<file path="config.mk">
export PLATFORM = sky130hd
export DESIGN_NAME = mem_arbiter
export DESIGN_NICKNAME = d
export VERILOG_FILES = /design/src/rtl/mem_arbiter.sv
export SDC_FILE = /design/constraint.sdc
export NUM_CORES = 1
export LEC_CHECK = 0
export ABC_AREA = 1
export CORE_AREA = 2 2 207 209
export DETAILED_ROUTE_END_ITERATION = 10
export DIE_AREA = 0 0 209 211
export GPL_ROUTABILITY_DRIVEN = 0
export PLACE_DENSITY = 0.5
export SLEW_MARGIN = 20
export SYNTH_ARGS = -nofsm -noshare
export SYNTH_HDL_FRONTEND = slang
export SYNTH_SLANG_ARGS = --single-unit
</file>
<file path="constraint.sdc">
create_clock -name clk -period 1.7 [get_ports clk]
set_input_delay 0.425 -clock clk [delete_from_list [all_inputs] [get_ports clk]]
set_output_delay 0.425 -clock clk [all_outputs]
set_load 0.02 [all_outputs]
</file>
<file path="src/rtl/mem_arbiter.sv">
// mem_arbiter: shares one memory port between a data (MEM-stage) requester
// and an instruction (IF) requester. Data wins by default, but after
// MAX_CONSEC back-to-back data grants with a fetch waiting, the fetch goes
// next. An access that sees no m_ack within TIMEOUT busy cycles is aborted
// with a one-cycle err pulse, and the requester retries by holding req.
module mem_arbiter #(
  parameter int DATA_W     = 64,
  parameter int ADDR_W     = 64,
  parameter int MAX_CONSEC = 4,
  parameter int TIMEOUT    = 16
) (
  input  logic              clk,
  input  logic              rst_n,
  // data requester
  input  logic              d_req,
  input  logic              d_we,
  input  logic [ADDR_W-1:0] d_addr,
  input  logic [DATA_W-1:0] d_wdata,
  output logic [DATA_W-1:0] d_rdata,
  output logic              d_ack,
  // instruction requester
  input  logic              i_req,
  input  logic [ADDR_W-1:0] i_addr,
  output logic [DATA_W-1:0] i_rdata,
  output logic              i_ack,
  // memory side and status
  output logic              m_req,
  output logic              m_we,
  output logic [ADDR_W-1:0] m_addr,
  output logic [DATA_W-1:0] m_wdata,
  input  logic [DATA_W-1:0] m_rdata,
  input  logic              m_ack,
  output logic              err,
  output logic              busy
);

  localparam int CW = $clog2(MAX_CONSEC + 1);
  localparam int TW = (TIMEOUT > 1) ? $clog2(TIMEOUT) : 1;
  localparam logic [CW-1:0] MAX_C    = CW'(MAX_CONSEC);
  localparam logic [TW-1:0] TMO_LAST = TW'(TIMEOUT - 1);

  typedef enum logic [1:0] {IDLE, BUSY_D, BUSY_I} state_e;

  state_e              state_q, state_d;
  logic [CW-1:0]       consec_q, consec_d;
  logic [TW-1:0]       tmo_q, tmo_d;
  logic                m_we_q, m_we_d;
  logic [ADDR_W-1:0]   m_addr_q, m_addr_d;
  logic [DATA_W-1:0]   m_wdata_q, m_wdata_d;

  // State and registered memory command.
  // NOTE: the command registers are reset as well, so m_addr/m_wdata read
  // as zero straight out of reset rather than as unknown values.
  always_ff @(posedge clk or negedge rst_n) begin
    if (!rst_n) begin
      state_q   <= IDLE;
      consec_q  <= '0;
      tmo_q     <= '0;
      m_we_q    <= 1'b0;
      m_addr_q  <= '0;
      m_wdata_q <= '0;
    end else begin
      // NOTE: non-blocking assignments keep every register updating from
      // the same pre-edge values, whatever the order of these lines.
      state_q   <= state_d;
      consec_q  <= consec_d;
      tmo_q     <= tmo_d;
      m_we_q    <= m_we_d;
      m_addr_q  <= m_addr_d;
      m_wdata_q <= m_wdata_d;
    end
  end

  // Grant decision, completion/timeout handling and the ack/err outputs.
  always_comb begin
    // NOTE: every output of this block gets a default first, so no path
    // through the case statement can leave one unassigned and infer a latch.
    state_d   = state_q;
    consec_d  = consec_q;
    tmo_d     = tmo_q;
    m_we_d    = m_we_q;
    m_addr_d  = m_addr_q;
    m_wdata_d = m_wdata_q;
    d_ack     = 1'b0;
    i_ack     = 1'b0;
    d_rdata   = '0;
    i_rdata   = '0;
    err       = 1'b0;

    case (state_q)
      IDLE: begin
        // m_ack arriving here belongs to no access and is ignored.
        if (d_req && (!i_req || consec_q < MAX_C)) begin
          state_d   = BUSY_D;
          tmo_d     = '0;
          m_we_d    = d_we;
          m_addr_d  = d_addr;
          m_wdata_d = d_wdata;
          if (!i_req)                consec_d = '0;
          else if (consec_q != MAX_C) consec_d = consec_q + CW'(1);
        end else if (i_req) begin
          state_d   = BUSY_I;
          tmo_d     = '0;
          consec_d  = '0;
          m_we_d    = 1'b0;
          m_addr_d  = i_addr;
          m_wdata_d = '0;
        end
      end
      BUSY_D, BUSY_I: begin
        if (m_ack) begin
          // An ack on the last allowed cycle still completes the access.
          state_d = IDLE;
          if (state_q == BUSY_D) begin
            d_ack   = 1'b1;
            d_rdata = m_rdata;
          end else begin
            i_ack   = 1'b1;
            i_rdata = m_rdata;
          end
        end else if (tmo_q == TMO_LAST) begin
          state_d = IDLE;
          err     = 1'b1;
        end else begin
          tmo_d = tmo_q + TW'(1);
        end
      end
      default: state_d = IDLE;
    endcase
  end

  assign busy    = (state_q != IDLE);
  assign m_req   = busy;
  assign m_we    = m_we_q;
  assign m_addr  = m_addr_q;
  assign m_wdata = m_wdata_q;

endmodule

</file>
==> out/results.txt <==
Run status: finished, violations left
Violated checks: negative setup slack
Worst VDD drop: 0.702 mV
First-pass GRT wire length: 50.2 mm
Core Region: 0.0418 mm²
Worst EP arrival: 1.87 ns
Most frequent cells in the layout: nand2_1 (279), clkdlybuf4s50_1 (260), inv_1 (201), dfrtp_1 (138), buf_4 (134)
Sequential share of the synthesized area: 0.473
CP max-delay cell: dfrtp_1
Endpoints failing setup: 133
Top cells by area, synth: dfrtp_1 (47%), nand2_1 (15%), inv_1 (10%)
Slew Viols, Final: 0
Most frequent CP cell: nor2_4
Die W: 209 µm
Seq cells post-synth: 138
H-tree levels: 4
Die area: 0.0441 mm²
Final setup margin: -0.599 ns
CTS buffer count: 17
Relative slew slack: 0.737
Critical path peak fanout: 11
Multi-input logic area: 0.00335 mm²
Maximum root-to-sink buffer count: 2
Mapped cell area: 0.00731 mm²
Post-synth top area share: 0.473
FF/Latch Area: 0.00345 mm²
Met3 Usage GRT: 0.0390
Clock slew seen by the registers of the worst setup and hold paths: 0.06 ns
Clock sink count: 138
Vias in the first global route: 8595
CTS tree: yes
Worst min-delay path class: input port to asynchronous set/reset pin
Fin crit period: 2.30 ns
Fill cells: 4321
Detailed router's first-iteration violation count: 278
Post-synthesis average cell area: 7.02 µm²
Post-Syn Nets: 1308
Achievable frequency: 0.435 GHz
Initial Util: 0.175
Layout Cells excl Fill: 2165
Post-Synthesis Cells: 1041
Max cap viols: 0
WL per Instance: 16.3 µm
Congestion Overflow GR: 0
Fin crit share: 1.35
Most common cell after layout, fill and taps aside: nand2_1
Final setup skew: 0.00746 ns
DRC violations left: 0
Die height: 211 µm
Largest net degree at the start of global routing: 47
CP peak stage delay: 0.36 ns
Grt met1 use: 0.154
RSZ-0062 raised after global routing: yes
Synth cell types: 22
DP Wirelength: 27.5 mm
Area leader, netlist: dfrtp_1
CP cell instances: inv_2, ha_4, nand2_2, nor2_4, inv_6, clkbuf_16, nor2_4, buf_4
Power Total: 24300 µW
Fraction of layout cells with a size suffix above 1: 0.226
Via Count: 8522
R2R setup slack: 0.01 ns
Crit path kind: flip-flop to primary output
Clock Latency Late Sink: 0.42 ns
Area Growth Syn to Fin: 112%
Place WS: -0.938 ns
Drt pass-1 iters: 7
DRT Wirelength: 35.3 mm
Util after Layout: 0.370
Layout Nets: 1879
Worst slew pin tran: 0.395 ns
Reg-to-Reg Start: state_q[1]
Busiest grt layer: met2
Num ports: 524
WP data required: 1.27 ns
Pwr per Cell Area: 1570 mW/mm²
Startpoint Class: flip-flop
Final Hold Viols: 0
Clock Tree Root: clkbuf_16
Inst Count DP: 2113
Number of buffers added on ports: 523
All-Layer GR Usage: 0.150
Worst r2r dst: m_addr[14]
Floorplan row count: 75
Initial antenna violation count: 3
CP Capture Type: primary output
M2 GR Usage: 0.285
Worst R2R Path Depth: 10
Pleak: 0.00883 µW
Synth Warn #: 0
Routed Antenna Nets: 0
Detailed-route vias per instance: 3.94
-- worst max-delay path, delay by kind of cell, from the launching register on --
kind | cells | cell delay, ns
buffers and inverters | 4 | 0.52
and+or+nand+nor | 3 | 0.27
adders and majority gates | 1 | 0.30
DFF | 1 | 0.36
-- kinds of logic (layout without fill, tap and decap cells) --
kind of cell             Yosys count  count (layout)  synth area share
buffers and inverters            269             851             0.157
adder cells (fa/ha/maj)            5               5           0.00856
AO/OA/AOI/OAI                    136             136            0.0949
XOR/XNOR                           1               1           0.00120
AND/OR/NAND/NOR                  492             492             0.266
other                              0               3                 0
flip-flops                       138             138             0.473
-- metal layers --
layer / up-vias / wire, µm / part of all wire
li1: 4244 / - / -
met1: 3931 / 12900 / 0.36
met2: 312 / 19300 / 0.55
met3: 35 / 2160 / 0.061
met4: 0 / 1020 / 0.029
met5: - / 0 / 0
-- synth_stat cells --
master and number:
clkbuf_1 26, buf_1 1, nand2_1 283, buf_4 11, a21oi_1 2, nand4_1 1
inv_2 3, nor3_1 1, dfrtp_1 138, nand3_1 71, clkbuf_2 5, inv_1 203
o21ai_0 117, o21ai_1 15, a21oi_4 1, buf_6 10, buf_2 10, xnor2_1 1
nor2_1 135, nand3b_1 1, o22ai_1 1, ha_1 5
-- area by class of cell --
cell class,count,share of cell area
flip-flops and latches,138,0.223
well taps,539,0.0436
diodes,3,0.000486
multi-input cells,634,0.216
repair buffers,615,0.426
clock inverters,11,0.00947
clock buffers,19,0.0293
inverters,206,0.0511
-- worst max-delay path by stage --
stage	endpoint	startpoint	cells past startpoint
final	i_rdata[7]	state_q[1]	8
after detailed placement	i_rdata[17]	m_ack	7
after CTS	d_rdata[44]	state_q[1]	6
after floorplan	d_rdata[10]	state_q[1]	5
after global placement	i_rdata[24]	m_ack	7
after global routing	i_rdata[7]	state_q[1]	8
-- power breakdown --
group	total (µW)	switching [µW]	internal, µW	leakage [µW]
registers	5560	767	4800	0.00176
clock network	3900	1520	2370	0.000291
logic	14900	8180	6710	0.00678
total	24300	10500	13900	0.00883
-- repair_timing --
action                                 in CTS  in global routing
endpoints found under the hold margin      26                  0
gates resized for setup                   614                265
gates cloned                                0                 12
setup endpoints to repair                 285                343
pin swaps                                   1                  1
setup buffers                               2                  4
hold buffers                                1                  0
-- metrics by stage --
stage | cell area (µm²) | hold WS [ns] | TNS, ns
2_1_floorplan | 7870 | 0.129 | -21.87
3_3_place_gp | 14100 | 0.359 | -126.69
3_5_place_dp | 14100 | 0.370 | -132.74
4_1_cts | 14600 | 0.470 | -93.12
5_1_grt | 15500 | 0.493 | -82.74
6_report | 15500 | 0.471 | -67.25
-- flip-flops by register name, indices dropped and copies added (netlist names) --
signal and flops:
m_addr 64, m_wdata 64, tmo_q 4, consec_q 3
state_q 2, m_we 1
No activity file was read; power rests on OpenSTA's default activity.
